<file path="config.mk">
export PLATFORM = sky130hd
export DESIGN_NAME = alu_op_issue_flat
export DESIGN_NICKNAME = d
export VERILOG_FILES = /design/src/rtl/alu_op_issue_pkg.sv /design/src/rtl/alu_op_issue_if.sv /design/src/rtl/alu_op_issue_dec.sv /design/src/rtl/alu_op_issue.sv /design/src/flat_wrapper.sv
export SDC_FILE = /design/constraint.sdc
export NUM_CORES = 1
export LEC_CHECK = 0
export BUFFER_PORTS_ARGS = -buffer_cell sky130_fd_sc_hd__buf_4
export CAP_MARGIN = 20
export CORE_ASPECT_RATIO = 0.9
export CORE_UTILIZATION = 52
export CTS_BUF_LIST = sky130_fd_sc_hd__clkbuf_8 sky130_fd_sc_hd__clkbuf_16
export CTS_CLUSTER_DIAMETER = 150
export DETAILED_ROUTE_END_ITERATION = 16
export PLACE_DENSITY = 0.8
export SLEW_MARGIN = 20
export SYNTH_ARGS = -nofsm -noshare
export SYNTH_HDL_FRONTEND = slang
export SYNTH_SLANG_ARGS = --single-unit
</file>
<file path="constraint.sdc">
create_clock -name clk -period 5.2 [get_ports clk]
set_clock_uncertainty 0.2 [all_clocks]
set_input_delay 0 -clock clk [delete_from_list [all_inputs] [get_ports clk]]
set_output_delay 0 -clock clk [all_outputs]
set_load 0.005 [all_outputs]
</file>
<file path="src/rtl/alu_op_issue_pkg.sv">
// Shared RV32I/ALU encodings for the ALU issue stage: control codes, opcodes,
// branch-condition tags and the decoder result record.
package riscv_alu_pkg;

    localparam int ALU_CTRL_W = 4;

    localparam logic [ALU_CTRL_W-1:0] ALU_AND = 4'b0000;
    localparam logic [ALU_CTRL_W-1:0] ALU_OR  = 4'b0001;
    localparam logic [ALU_CTRL_W-1:0] ALU_ADD = 4'b0010;
    localparam logic [ALU_CTRL_W-1:0] ALU_SUB = 4'b0110;
    localparam logic [ALU_CTRL_W-1:0] ALU_SLT = 4'b0111;
    localparam logic [ALU_CTRL_W-1:0] ALU_SGE = 4'b0101;
    localparam logic [ALU_CTRL_W-1:0] ALU_NOR = 4'b1100;
    localparam logic [ALU_CTRL_W-1:0] ALU_ILL = 4'b1111;

    localparam logic [6:0] OP_R      = 7'b0110011;
    localparam logic [6:0] OP_I      = 7'b0010011;
    localparam logic [6:0] OP_LOAD   = 7'b0000011;
    localparam logic [6:0] OP_STORE  = 7'b0100011;
    localparam logic [6:0] OP_BRANCH = 7'b1100011;

    localparam logic [6:0] F7_BASE = 7'b0000000;
    localparam logic [6:0] F7_ALT  = 7'b0100000;

    // How the execute stage must read the ALU zero flag for a branch.
    typedef enum logic [1:0] {
        BR_NONE = 2'b00,
        BR_EQZ  = 2'b01,
        BR_NEZ  = 2'b10
    } br_cond_e;

    typedef struct packed {
        logic [ALU_CTRL_W-1:0] ctrl;
        logic                  b_sel_imm;
        br_cond_e              br;
        logic                  illegal;
    } dec_t;

    localparam dec_t DEC_ILLEGAL = '{ctrl: ALU_ILL, b_sel_imm: 1'b0, br: BR_NONE, illegal: 1'b1};

    function automatic dec_t mk_dec(input logic [ALU_CTRL_W-1:0] ctrl,
                                    input logic b_sel_imm, input br_cond_e br);
        dec_t d;
        d.ctrl      = ctrl;
        d.b_sel_imm = b_sel_imm;
        d.br        = br;
        d.illegal   = 1'b0;
        return d;
    endfunction

endpackage

</file>
<file path="src/rtl/alu_op_issue_if.sv">
// Upstream (register-read) and downstream (execute) handshake bundle of the
// ALU issue stage; slave is the issue stage itself.
interface alu_op_issue_if #(
    parameter int DATA_WIDTH = 32,
    parameter int CTRL_BITS  = 4,
    parameter int CNT_BITS   = 8
);
    logic                  in_valid;
    logic                  in_ready;
    logic [6:0]            opcode;
    logic [2:0]            funct3;
    logic [6:0]            funct7;
    logic [DATA_WIDTH-1:0] rs1_val;
    logic [DATA_WIDTH-1:0] rs2_val;
    logic [DATA_WIDTH-1:0] imm;
    logic                  out_valid;
    logic                  out_ready;
    logic [CTRL_BITS-1:0]  alu_ctrl;
    logic [DATA_WIDTH-1:0] alu_a;
    logic [DATA_WIDTH-1:0] alu_b;
    logic [1:0]            br_cond;
    logic                  illegal;
    logic [CNT_BITS-1:0]   illegal_cnt;

    modport slave (
        input  in_valid, opcode, funct3, funct7, rs1_val, rs2_val, imm, out_ready,
        output in_ready, out_valid, alu_ctrl, alu_a, alu_b, br_cond, illegal, illegal_cnt
    );

    modport master (
        output in_valid, opcode, funct3, funct7, rs1_val, rs2_val, imm, out_ready,
        input  in_ready, out_valid, alu_ctrl, alu_a, alu_b, br_cond, illegal, illegal_cnt
    );
endinterface

</file>
<file path="src/rtl/alu_op_issue_dec.sv">
// Combinational RV32I opcode/funct decoder producing ALU control, operand-b
// select, branch zero-flag interpretation and the illegal flag.
module alu_op_dec
    import riscv_alu_pkg::*;
(
    input  logic [6:0] opcode,
    input  logic [2:0] funct3,
    input  logic [6:0] funct7,
    output dec_t       o_dec
);

    // Decode table; anything not listed falls back to the illegal record.
    always_comb begin
        o_dec = DEC_ILLEGAL;
        case (opcode)
            OP_R: begin
                if (funct7 == F7_BASE) begin
                    case (funct3)
                        3'b000:  o_dec = mk_dec(ALU_ADD, 1'b0, BR_NONE);
                        3'b111:  o_dec = mk_dec(ALU_AND, 1'b0, BR_NONE);
                        3'b110:  o_dec = mk_dec(ALU_OR,  1'b0, BR_NONE);
                        3'b010:  o_dec = mk_dec(ALU_SLT, 1'b0, BR_NONE);
                        default: o_dec = DEC_ILLEGAL;
                    endcase
                end else if (funct7 == F7_ALT && funct3 == 3'b000) begin
                    o_dec = mk_dec(ALU_SUB, 1'b0, BR_NONE);
                end else begin
                    o_dec = DEC_ILLEGAL;
                end
            end
            OP_I: begin
                case (funct3)
                    3'b000:  o_dec = mk_dec(ALU_ADD, 1'b1, BR_NONE);
                    3'b111:  o_dec = mk_dec(ALU_AND, 1'b1, BR_NONE);
                    3'b110:  o_dec = mk_dec(ALU_OR,  1'b1, BR_NONE);
                    3'b010:  o_dec = mk_dec(ALU_SLT, 1'b1, BR_NONE);
                    default: o_dec = DEC_ILLEGAL;
                endcase
            end
            OP_LOAD, OP_STORE: o_dec = mk_dec(ALU_ADD, 1'b1, BR_NONE);
            OP_BRANCH: begin
                case (funct3)
                    3'b000:  o_dec = mk_dec(ALU_SUB, 1'b0, BR_EQZ);
                    3'b001:  o_dec = mk_dec(ALU_SUB, 1'b0, BR_NEZ);
                    3'b100:  o_dec = mk_dec(ALU_SLT, 1'b0, BR_NEZ);
                    3'b101:  o_dec = mk_dec(ALU_SGE, 1'b0, BR_NEZ);
                    default: o_dec = DEC_ILLEGAL;
                endcase
            end
            default: o_dec = DEC_ILLEGAL;
        endcase
    end

endmodule

</file>
<file path="src/rtl/alu_op_issue.sv">
// Registered ALU issue stage: decodes the incoming op and holds it in a
// two-entry (output + skid) buffer so the stage sustains one op per cycle.
module alu_op_issue
    import riscv_alu_pkg::*;
#(
    parameter int DATA_WIDTH = 32,
    parameter int CTRL_BITS  = 4,
    parameter int CNT_BITS   = 8
) (
    input  logic           clk,
    input  logic           rst,
    alu_op_issue_if.slave  bus
);

    typedef struct packed {
        logic [CTRL_BITS-1:0]  ctrl;
        logic [DATA_WIDTH-1:0] a;
        logic [DATA_WIDTH-1:0] b;
        logic [1:0]            br;
        logic                  illegal;
    } entry_t;

    typedef enum logic [1:0] {
        S_EMPTY = 2'b00,
        S_ONE   = 2'b01,
        S_FULL  = 2'b10
    } state_e;

    state_e              r_state;
    entry_t              r_out;
    entry_t              r_skid;
    logic [CNT_BITS-1:0] r_cnt;

    dec_t   w_dec;
    entry_t w_entry;
    logic   w_in_ready;
    logic   w_out_valid;
    logic   w_acc;
    logic   w_drn;

    alu_op_dec u_dec (
        .opcode (bus.opcode),
        .funct3 (bus.funct3),
        .funct7 (bus.funct7),
        .o_dec  (w_dec)
    );

    assign w_in_ready  = (r_state != S_FULL);
    assign w_out_valid = (r_state != S_EMPTY);
    assign w_acc       = bus.in_valid && w_in_ready;
    assign w_drn       = w_out_valid && bus.out_ready;

    // Assemble the entry that an accepted op will occupy.
    always_comb begin
        w_entry.ctrl    = CTRL_BITS'(w_dec.ctrl);
        w_entry.a       = bus.rs1_val;
        w_entry.br      = w_dec.br;
        w_entry.illegal = w_dec.illegal;
        if (w_dec.b_sel_imm) begin
            w_entry.b = bus.imm;
        end else begin
            w_entry.b = bus.rs2_val;
        end
    end

    // Skid FSM: the output register always holds the oldest op, skid the next.
    always_ff @(posedge clk or posedge rst) begin
        if (rst) begin
            r_state <= S_EMPTY;
            r_out   <= '0;
            r_skid  <= '0;
        end else begin
            case (r_state)
                S_EMPTY: begin
                    if (w_acc) begin
                        r_out   <= w_entry;
                        r_state <= S_ONE;
                    end
                end
                S_ONE: begin
                    if (w_acc && w_drn) begin
                        r_out <= w_entry;
                    end else if (w_acc) begin
                        r_skid  <= w_entry;
                        r_state <= S_FULL;
                    end else if (w_drn) begin
                        r_state <= S_EMPTY;
                    end
                end
                S_FULL: begin
                    if (w_drn) begin
                        r_out   <= r_skid;
                        r_state <= S_ONE;
                    end
                end
                default: r_state <= S_EMPTY;
            endcase
        end
    end

    // Saturating count of accepted illegal ops.
    always_ff @(posedge clk or posedge rst) begin
        if (rst) begin
            r_cnt <= '0;
        end else if (w_acc && w_dec.illegal && (r_cnt != {CNT_BITS{1'b1}})) begin
            r_cnt <= r_cnt + {{(CNT_BITS-1){1'b0}}, 1'b1};
        end
    end

    assign bus.in_ready    = w_in_ready;
    assign bus.out_valid   = w_out_valid;
    assign bus.alu_ctrl    = r_out.ctrl;
    assign bus.alu_a       = r_out.a;
    assign bus.alu_b       = r_out.b;
    assign bus.br_cond     = r_out.br;
    assign bus.illegal     = r_out.illegal;
    assign bus.illegal_cnt = r_cnt;

endmodule
</file>
<file path="src/flat_wrapper.sv">
// flat-port wrapper written by rule: the top's interface ports become plain ports
module alu_op_issue_flat import riscv_alu_pkg::*;
#(
    parameter int DATA_WIDTH = 32,
    parameter int CTRL_BITS  = 4,
    parameter int CNT_BITS   = 8
)
  (clk, rst, bus_in_valid, bus_opcode, bus_funct3, bus_funct7, bus_rs1_val, bus_rs2_val, bus_imm, bus_out_ready, bus_in_ready, bus_out_valid, bus_alu_ctrl, bus_alu_a, bus_alu_b, bus_br_cond, bus_illegal, bus_illegal_cnt);
  alu_op_issue_if #(.DATA_WIDTH(DATA_WIDTH), .CTRL_BITS(CTRL_BITS), .CNT_BITS(CNT_BITS)) bus_i ();
  input  logic clk;
  input  logic rst;
  input wire logic [$bits(bus_i.in_valid)-1:0] bus_in_valid;
  input wire logic [$bits(bus_i.opcode)-1:0] bus_opcode;
  input wire logic [$bits(bus_i.funct3)-1:0] bus_funct3;
  input wire logic [$bits(bus_i.funct7)-1:0] bus_funct7;
  input wire logic [$bits(bus_i.rs1_val)-1:0] bus_rs1_val;
  input wire logic [$bits(bus_i.rs2_val)-1:0] bus_rs2_val;
  input wire logic [$bits(bus_i.imm)-1:0] bus_imm;
  input wire logic [$bits(bus_i.out_ready)-1:0] bus_out_ready;
  output wire logic [$bits(bus_i.in_ready)-1:0] bus_in_ready;
  output wire logic [$bits(bus_i.out_valid)-1:0] bus_out_valid;
  output wire logic [$bits(bus_i.alu_ctrl)-1:0] bus_alu_ctrl;
  output wire logic [$bits(bus_i.alu_a)-1:0] bus_alu_a;
  output wire logic [$bits(bus_i.alu_b)-1:0] bus_alu_b;
  output wire logic [$bits(bus_i.br_cond)-1:0] bus_br_cond;
  output wire logic [$bits(bus_i.illegal)-1:0] bus_illegal;
  output wire logic [$bits(bus_i.illegal_cnt)-1:0] bus_illegal_cnt;
  assign bus_i.in_valid = bus_in_valid;
  assign bus_i.opcode = bus_opcode;
  assign bus_i.funct3 = bus_funct3;
  assign bus_i.funct7 = bus_funct7;
  assign bus_i.rs1_val = bus_rs1_val;
  assign bus_i.rs2_val = bus_rs2_val;
  assign bus_i.imm = bus_imm;
  assign bus_i.out_ready = bus_out_ready;
  assign bus_in_ready = bus_i.in_ready;
  assign bus_out_valid = bus_i.out_valid;
  assign bus_alu_ctrl = bus_i.alu_ctrl;
  assign bus_alu_a = bus_i.alu_a;
  assign bus_alu_b = bus_i.alu_b;
  assign bus_br_cond = bus_i.br_cond;
  assign bus_illegal = bus_i.illegal;
  assign bus_illegal_cnt = bus_i.illegal_cnt;
  alu_op_issue #(.DATA_WIDTH(DATA_WIDTH), .CTRL_BITS(CTRL_BITS), .CNT_BITS(CNT_BITS)) u_core (.clk(clk), .rst(rst), .bus(bus_i));
endmodule
</file>
==> results of run 1 <==
-- what timing repair did --
action                                  in CTS  in global routing
hold endpoints to repair                   248                  0
endpoints found under the setup margin       0                  0
setup buffers                                0                  0
hold buffers                               145                  0
-- critical path, stage by stage --
cell and delay [ns]:
dlygate4sd3_1 0.54, buf_4 0.14, nor3_4 0.22, dlygate4sd3_1 0.76
nand3_1 0.10, dlygate4sd3_1 0.57, nor2_1 0.12, dlygate4sd3_1 0.60
o21ai_0 0.08
-- per-layer routing --
layer / part of all wire (%) / vias up / track usage [%]
met2: 52 / 314 / 55.5
li1: - / 3152 / -
met5: 0 / - / 0
met3: 5.7 / 50 / 5.50
met1: 39 / 3316 / 38.0
met4: 3.1 / 0 / 15.9
-- sequential cells by signal (all words and copies together), names as in the netlist --
| register | count |
|---|---|
| u_core.bus.illegal | 1 |
| u_core.bus.alu_b | 32 |
| u_core.bus.br_cond | 2 |
| u_core.r_skid | 70 |
| u_core.bus.illegal_cnt | 8 |
| u_core.bus.alu_ctrl | 3 |
| u_core.r_state | 2 |
| u_core.bus.alu_a | 32 |
-- worst max-delay path by stage --
stage	start	endpoint	slack, ns	cells past startpoint
after global placement	u_core.r_state[1]	u_core.bus.alu_a[12]	2.51	6
final	bus_opcode[3]	u_core.r_skid[67]	2.16	9
after detailed placement	u_core.r_state[1]	u_core.bus.alu_a[23]	2.43	6
after CTS	bus_opcode[3]	u_core.r_skid[67]	2.18	9
after floorplan	rst	u_core.bus.alu_a[0]	0.96	1
after global routing	bus_opcode[3]	u_core.r_skid[67]	2.05	9
-- kinds of logic (layout without fill, tap and decap cells) --
| kind of cell | count (synthesis) | in the layout | share of synthesized area, % |
|---|---|---|---|
| AND/OR/NAND/NOR | 327 | 327 | 21.4 |
| multiplexers | 35 | 35 | 5.41 |
| flip-flops | 150 | 150 | 55.6 |
| buffers and inverters | 53 | 387 | 3.24 |
| XOR/XNOR | 4 | 4 | 0.519 |
| AO/OA/AOI/OAI | 166 | 166 | 13.6 |
| adder cells (fa/ha/maj) | 1 | 1 | 0.185 |
-- stage by stage --
| step | util [%] | power, mW | hold slack, ns | instances | setup WS, ns |
|---|---|---|---|---|---|
| 2_1_floorplan | - | 2.26 | -0.0946 | 736 | 0.964 |
| 3_3_place_gp | 65.7 | 2.77 | -0.000809 | 1057 | 2.51 |
| 3_5_place_dp | 65.7 | 2.81 | 0.00271 | 1057 | 2.43 |
| 4_1_cts | 81.7 | 4.10 | 0.0240 | 1234 | 2.18 |
| 5_1_grt | 81.7 | 4.36 | 0.139 | 1234 | 2.05 |
| 6_report | 81.7 | 4.13 | 0.0435 | 1234 | 2.16 |
-- cells in the final DEF, fill, tap and decap left out, types with 3 or more instances in the layout --
cell type,n
a21oi_1,42
a31oi_1,34
and3_1,4
buf_4,207
clkbuf_16,17
clkbuf_8,3
clkinv_2,5
dfrtp_1,150
dlygate4sd3_1,145
inv_1,3
mux2_4,3
mux2i_1,32
nand2_1,211
nand3_1,8
nand3b_1,3
nand4_1,3
nor2_1,43
o21ai_0,77
o21ai_1,3
or3_1,33
xnor2_1,3
-- Yosys cell counts (4+ instances only) --
library cell	count
nor2_1	44
a31oi_1	34
or3_1	33
nand3_1	8
o21ai_0	77
dfrtp_1	150
mux2i_1	32
buf_2	4
and3_1	4
nand2_1	211
a21oi_1	43
buf_4	4
clkbuf_1	42
-- area by class of cell --
class	count	area share [%]
flip-flops and latches	150	36.2
clock buffers	20	4.50
multi-input cells	533	27.1
inverters	3	0.157
well taps	164	1.98
repair buffers	352	29.0
clock inverters	12	1.07
-- power breakdown --
group	internal (mW)	total [mW]	switching, mW
Clock	0.733	1.20	0.471
Sequential	1.55	1.80	0.246
Combinational	0.587	1.13	0.546
==> impl_metrics.py, run 1 <==
metrics = {
    "status": {
        "status": "finished, final reports clean",
    },
    "drt": {
        "ant_nets": 0,
        "vias": 6832,
        "wl_per_cell_um": 16.5,
        "drc_errors": 0,
        "routed_wl_um": 20300,
        "drtIter0Drc": 550,
        "drtPass1Iterations": 5,
        "vias_per_cell": 5.54,
    },
    "timing": {
        "slew_headroom_pct": 41.1,
        "fin_crit_ns": 3.04,
        "hold_viol": 0,
        "finalCritPeriodShare_pct": 58.5,
        "drv_slew": 0,
        "worst_pin_slew_ns": 0.884,
        "fmax_mhz": 329,
        "finalSetupViolations": 0,
        "finalSetupTns_ns": 0,
        "rsz0062_at_grt": "false",
    },
    "floorplan": {
        "fp-row-count": 39,
        "die_h_um": 110,
        "core_um2": 12700,
        "die_area_um2": 13500,
        "start_util_pct": 53.3,
        "io_pins": 198,
        "die_w_um": 122,
    },
    "yosys": {
        "yosysWarnings": 0,
        "avgSynthCellArea_um2": 9.18,
        "synth_top_area_share_pct": 55.6,
        "yosysTopAreaCell": "dfrtp_1",
        "synthCells": 736,
        "synthArstFlopShare_pct": 100,
        "ys_ff_latch": 150,
        "syn-cell-area_um2": 6760,
        "synthTopCellsByArea": "dfrtp_1, nand2_1, o21ai_0, mux2i_1, a21oi_1",
        "syn_nets": 854,
        "ys_seq_area_share_pct": 55.6,
        "yosys_most_used_dff": "dfrtp_1",
        "synth-edff-count": 0,
        "synth.distinct_cells": 46,
    },
    "cts": {
        "clock_latency_ns": 0.43,
        "clockRootBuffer": "clkbuf_16",
        "cts-resized-gates": 0,
        "htree_levels": 4,
        "clkTransAtPathRegs_ns": 0.06,
        "clock_sinks": 150,
        "cts_buffers": 17,
        "cts_tree": "yes",
        "cts_buffer_depth": 2,
    },
    "worst_setup_path": {
        "critPathCaptureType": "flop",
        "worstPathRequired_ns": 5.28,
        "ff2ff_path_depth": 6,
        "reg2reg_setup_slack_ns": 2.65,
        "arrival_ns": 3.13,
        "worstReg2RegEnd": "u_core.bus.alu_a[29]",
        "crit_fanout": 6,
        "r2r_start": "u_core.r_state[1]",
        "critical_path_class": "in2reg",
        "cp-start-kind": "primary input",
    },
    "placement": {
        "numPortBuffers": 197,
        "gp_congestion": 0.900,
        "placed_area_um2": 8330,
        "hpwl_um": 10600,
    },
    "hold_path": {
        "min_from": "bus_funct3[0]",
        "hold_path_depth": 6,
        "hold_class": "in2reg",
        "worstHoldEndpoint": "u_core.bus.br_cond[1]",
    },
    "cells_and_area": {
        "diodes": 0,
        "fin_area_um2": 10400,
        "finalNetCount": 1175,
        "seq_area_um2": 3750,
        "n_fill_cell": 736,
        "layout-drive-gt1-share_pct": 23.7,
        "syn_to_final_growth_pct": 53.5,
        "multi_input_area_um2": 2810,
    },
    "grt": {
        "grt_usage_pct": 31.7,
        "overflow": 0,
        "grt_pass1_vias": 6740,
        "grt_start_max_net_pins": 101,
        "grt_pass1_wl_um": 32500,
        "antenna_found_initial": 0,
    },
    "power": {
        "p_leak_nw": 4.95,
        "max-vdd-ir-drop_mv": 0.321,
        "p_per_area_nw_per_um2": 399,
    },
    "job": {
        "cap_violations": 0,
    },
}
No activity file was read; power rests on OpenSTA's default activity.
==> inputs of run 2 (changes only) <==
==> constraint.sdc (replaced) <==
create_clock -name clk -period 3.1 [get_ports clk]
set_clock_uncertainty 0.2 [all_clocks]
set_input_delay 0 -clock clk [delete_from_list [all_inputs] [get_ports clk]]
set_output_delay 0 -clock clk [all_outputs]
set_load 0.005 [all_outputs]
==> run 2 against run 1 <==
Against the previous run: the run now ends with negative hold slack left; wire length rose by 0.68%; non-clock buffer count down 8; core utilization fell by 0.49 points; clock power rose by 68%; count of clock-buffer cells in the layout increased by 2; total power is 68% higher; setup slack worse by 1.8 ns; largest cell class unchanged; largest power group unchanged; highest routed layer unchanged.
==> impl_metrics.py, run 2 (synthesized netlist as in run 1, its figures left out) <==
metrics = {
    "status": {
        "status": "complete, but fails checks",
        "violations": "negative hold slack",
    },
    "timing": {
        "fin_crit_ns": 2.75,
        "hold_ws_ns": -0.0318,
        "drv_slew": 0,
        "worst_pin_slew_ns": 0.785,
        "finalSetupViolations": 0,
        "hold_viol": 1,
        "fmax_mhz": 364,
        "rsz0062_at_grt": "false",
        "finalCritPeriodShare_pct": 88.6,
        "finalSetupTns_ns": 0,
        "slew_headroom_pct": 47.6,
    },
    "hold_path": {
        "hold_class": "in2reg",
        "min_from": "bus_opcode[0]",
        "worstHoldEndpoint": "u_core.bus.alu_ctrl[0]",
        "hold_path_depth": 6,
    },
    "worst_setup_path": {
        "worstReg2RegEnd": "u_core.bus.illegal_cnt[7]",
        "cp-start-kind": "primary input",
        "worstPathRequired_ns": 3.25,
        "critical_path_class": "in2reg",
        "cpMostUsedCell": "dlygate4sd3_1",
        "critPathCaptureType": "flop",
        "slowest_stage": "dlygate4sd3_1",
        "arrival_ns": 2.90,
        "reg2reg_setup_slack_ns": 0.67,
        "crit_chain": "dlygate4sd3_1 -> buf_4 -> mux2_4 -> o311ai_4 -> nand4_4 -> dlygate4sd3_1 -> a31oi_1 -> dlygate4sd3_1",
        "ff2ff_path_depth": 8,
        "r2r_start": "u_core.r_state[1]",
        "max_stage_delay_ns": 0.64,
        "crit_fanout": 8,
    },
    "drt": {
        "routed_wl_um": 20500,
        "drtPass1Iterations": 8,
        "vias_per_cell": 5.54,
        "wl_per_cell_um": 16.7,
        "drc_errors": 0,
        "drtIter0Drc": 518,
        "ant_nets": 0,
        "vias": 6778,
    },
    "cells_and_area": {
        "top_register": "u_core.r_skid",
        "layout_commonest_cell": "nand2_1",
        "multi_input_area_um2": 2800,
        "diodes": 0,
        "final_cell_mix": "nand2_1, buf_4, dfrtp_1",
        "layout-drive-gt1-share_pct": 24.1,
        "seq_area_um2": 3750,
        "n_fill_cell": 781,
        "syn_to_final_growth_pct": 52.5,
        "largest_reg_flops": 70,
        "finalNetCount": 1167,
    },
    "job": {
        "cap_violations": 0,
    },
    "grt": {
        "grt_pass1_vias": 6799,
        "overflow": 0,
        "grt_pass1_wl_um": 32800,
        "grt_usage_pct": 31.8,
        "antenna_found_initial": 0,
        "grt_start_max_net_pins": 78,
    },
    "floorplan": {
        "io_pins": 198,
        "start_util_pct": 53.3,
        "die_area_um2": 13500,
        "die_h_um": 110,
        "die_w_um": 122,
        "core_um2": 12700,
        "fp-row-count": 39,
    },
    "cts": {
        "cts_tree": "yes",
        "cts-resized-gates": 0,
        "clock_sinks": 150,
        "cts_buffer_depth": 2,
        "postCtsSetupBuffers": 0,
        "clockRootBuffer": "clkbuf_16",
        "clock_latency_ns": 0.42,
        "htree_levels": 4,
        "clkTransAtPathRegs_ns": 0.06,
        "cts_buffers": 17,
    },
    "power": {
        "seq_power_share_pct": 43.5,
        "p_leak_nw": 4.98,
        "p_per_area_nw_per_um2": 673,
        "combPwrFrac_pct": 27.3,
        "power.switching_mw": 2.07,
        "swShare_pct": 29.9,
        "clkPwrFrac_pct": 29.2,
        "cell_internal_pwr_mw": 4.86,
        "max-vdd-ir-drop_mv": 0.440,
    },
    "placement": {
        "numPortBuffers": 197,
        "gp_congestion": 0.844,
        "hpwl_um": 10900,
    },
}
## run 2: what timing repair did
item | in CTS | in global routing
hold buffers | 132 | 1
setup endpoints to repair | 0 | 1
hold endpoints to repair | 185 | 9
## run 2: cell type report
class	instances	area share, %
timing repair buffer	344	28.6
inverter	3	0.146
sequential	150	36.4
multi-input combinational	533	27.2
tap	164	1.99
clock buffer	22	4.80
clock inverter	8	0.813
## run 2: per-stage QoR
| stage | area, µm² | setup WS [ns] | util (%) | power [mW] | instances |
|---|---|---|---|---|---|
| floorplan | 6760 | 1.01 | - | 3.79 | 736 |
| global placement | 8410 | 0.892 | 66.3 | 4.66 | 1062 |
| detailed placement | 8410 | 0.786 | 66.3 | 4.72 | 1062 |
| CTS | 10300 | 0.0925 | 81.2 | 6.88 | 1224 |
| global route | 10300 | 0.279 | 81.2 | 7.33 | 1224 |
| finish | 10300 | 0.353 | 81.2 | 6.93 | 1224 |
## run 2: how the worst max path moves through the flow
stage | slack [ns] | start | cells past startpoint | end
finish | 0.35 | bus_funct3[2] | 8 | u_core.bus.illegal_cnt[7]
global route | 0.28 | bus_funct3[2] | 8 | u_core.bus.illegal_cnt[7]
CTS | 0.09 | bus_opcode[3] | 8 | u_core.bus.illegal_cnt[7]
detailed placement | 0.79 | u_core.r_state[1] | 6 | u_core.bus.alu_a[5]
global placement | 0.89 | u_core.r_state[1] | 6 | u_core.bus.alu_a[6]
floorplan | 1.01 | rst | 1 | u_core.bus.alu_a[0]
## run 2: per-layer routing
layer  GRT usage [%]  vias to the layer above  wire (µm)
met3            6.58                       54       1320
met1            40.0                     3270       8150
met5               0                        -          0
met2            53.9                      324      10400
li1                -                     3130          -
met4            13.0                        0        605
## run 2: power by group through the flow
| stage | clock network (mW) | registers, mW | logic, mW |
|---|---|---|---|
| 6_report | 2.02 | 3.02 | 1.89 |
| 3_5_place_dp | 0 | 3.00 | 1.72 |
| 4_1_cts | 2.03 | 2.99 | 1.86 |
| 2_1_floorplan | 0 | 2.95 | 0.833 |
| 3_3_place_gp | 0 | 2.99 | 1.67 |
| 5_1_grt | 2.13 | 3.09 | 2.12 |
## run 2: critical path, delay by kind of cell
kind                   cells  cell delay (ns)
buffers and inverters      4             1.90
AO/OA/AOI/OAI              2             0.47
multiplexers               1             0.33
AND/OR/NAND/NOR            1             0.19
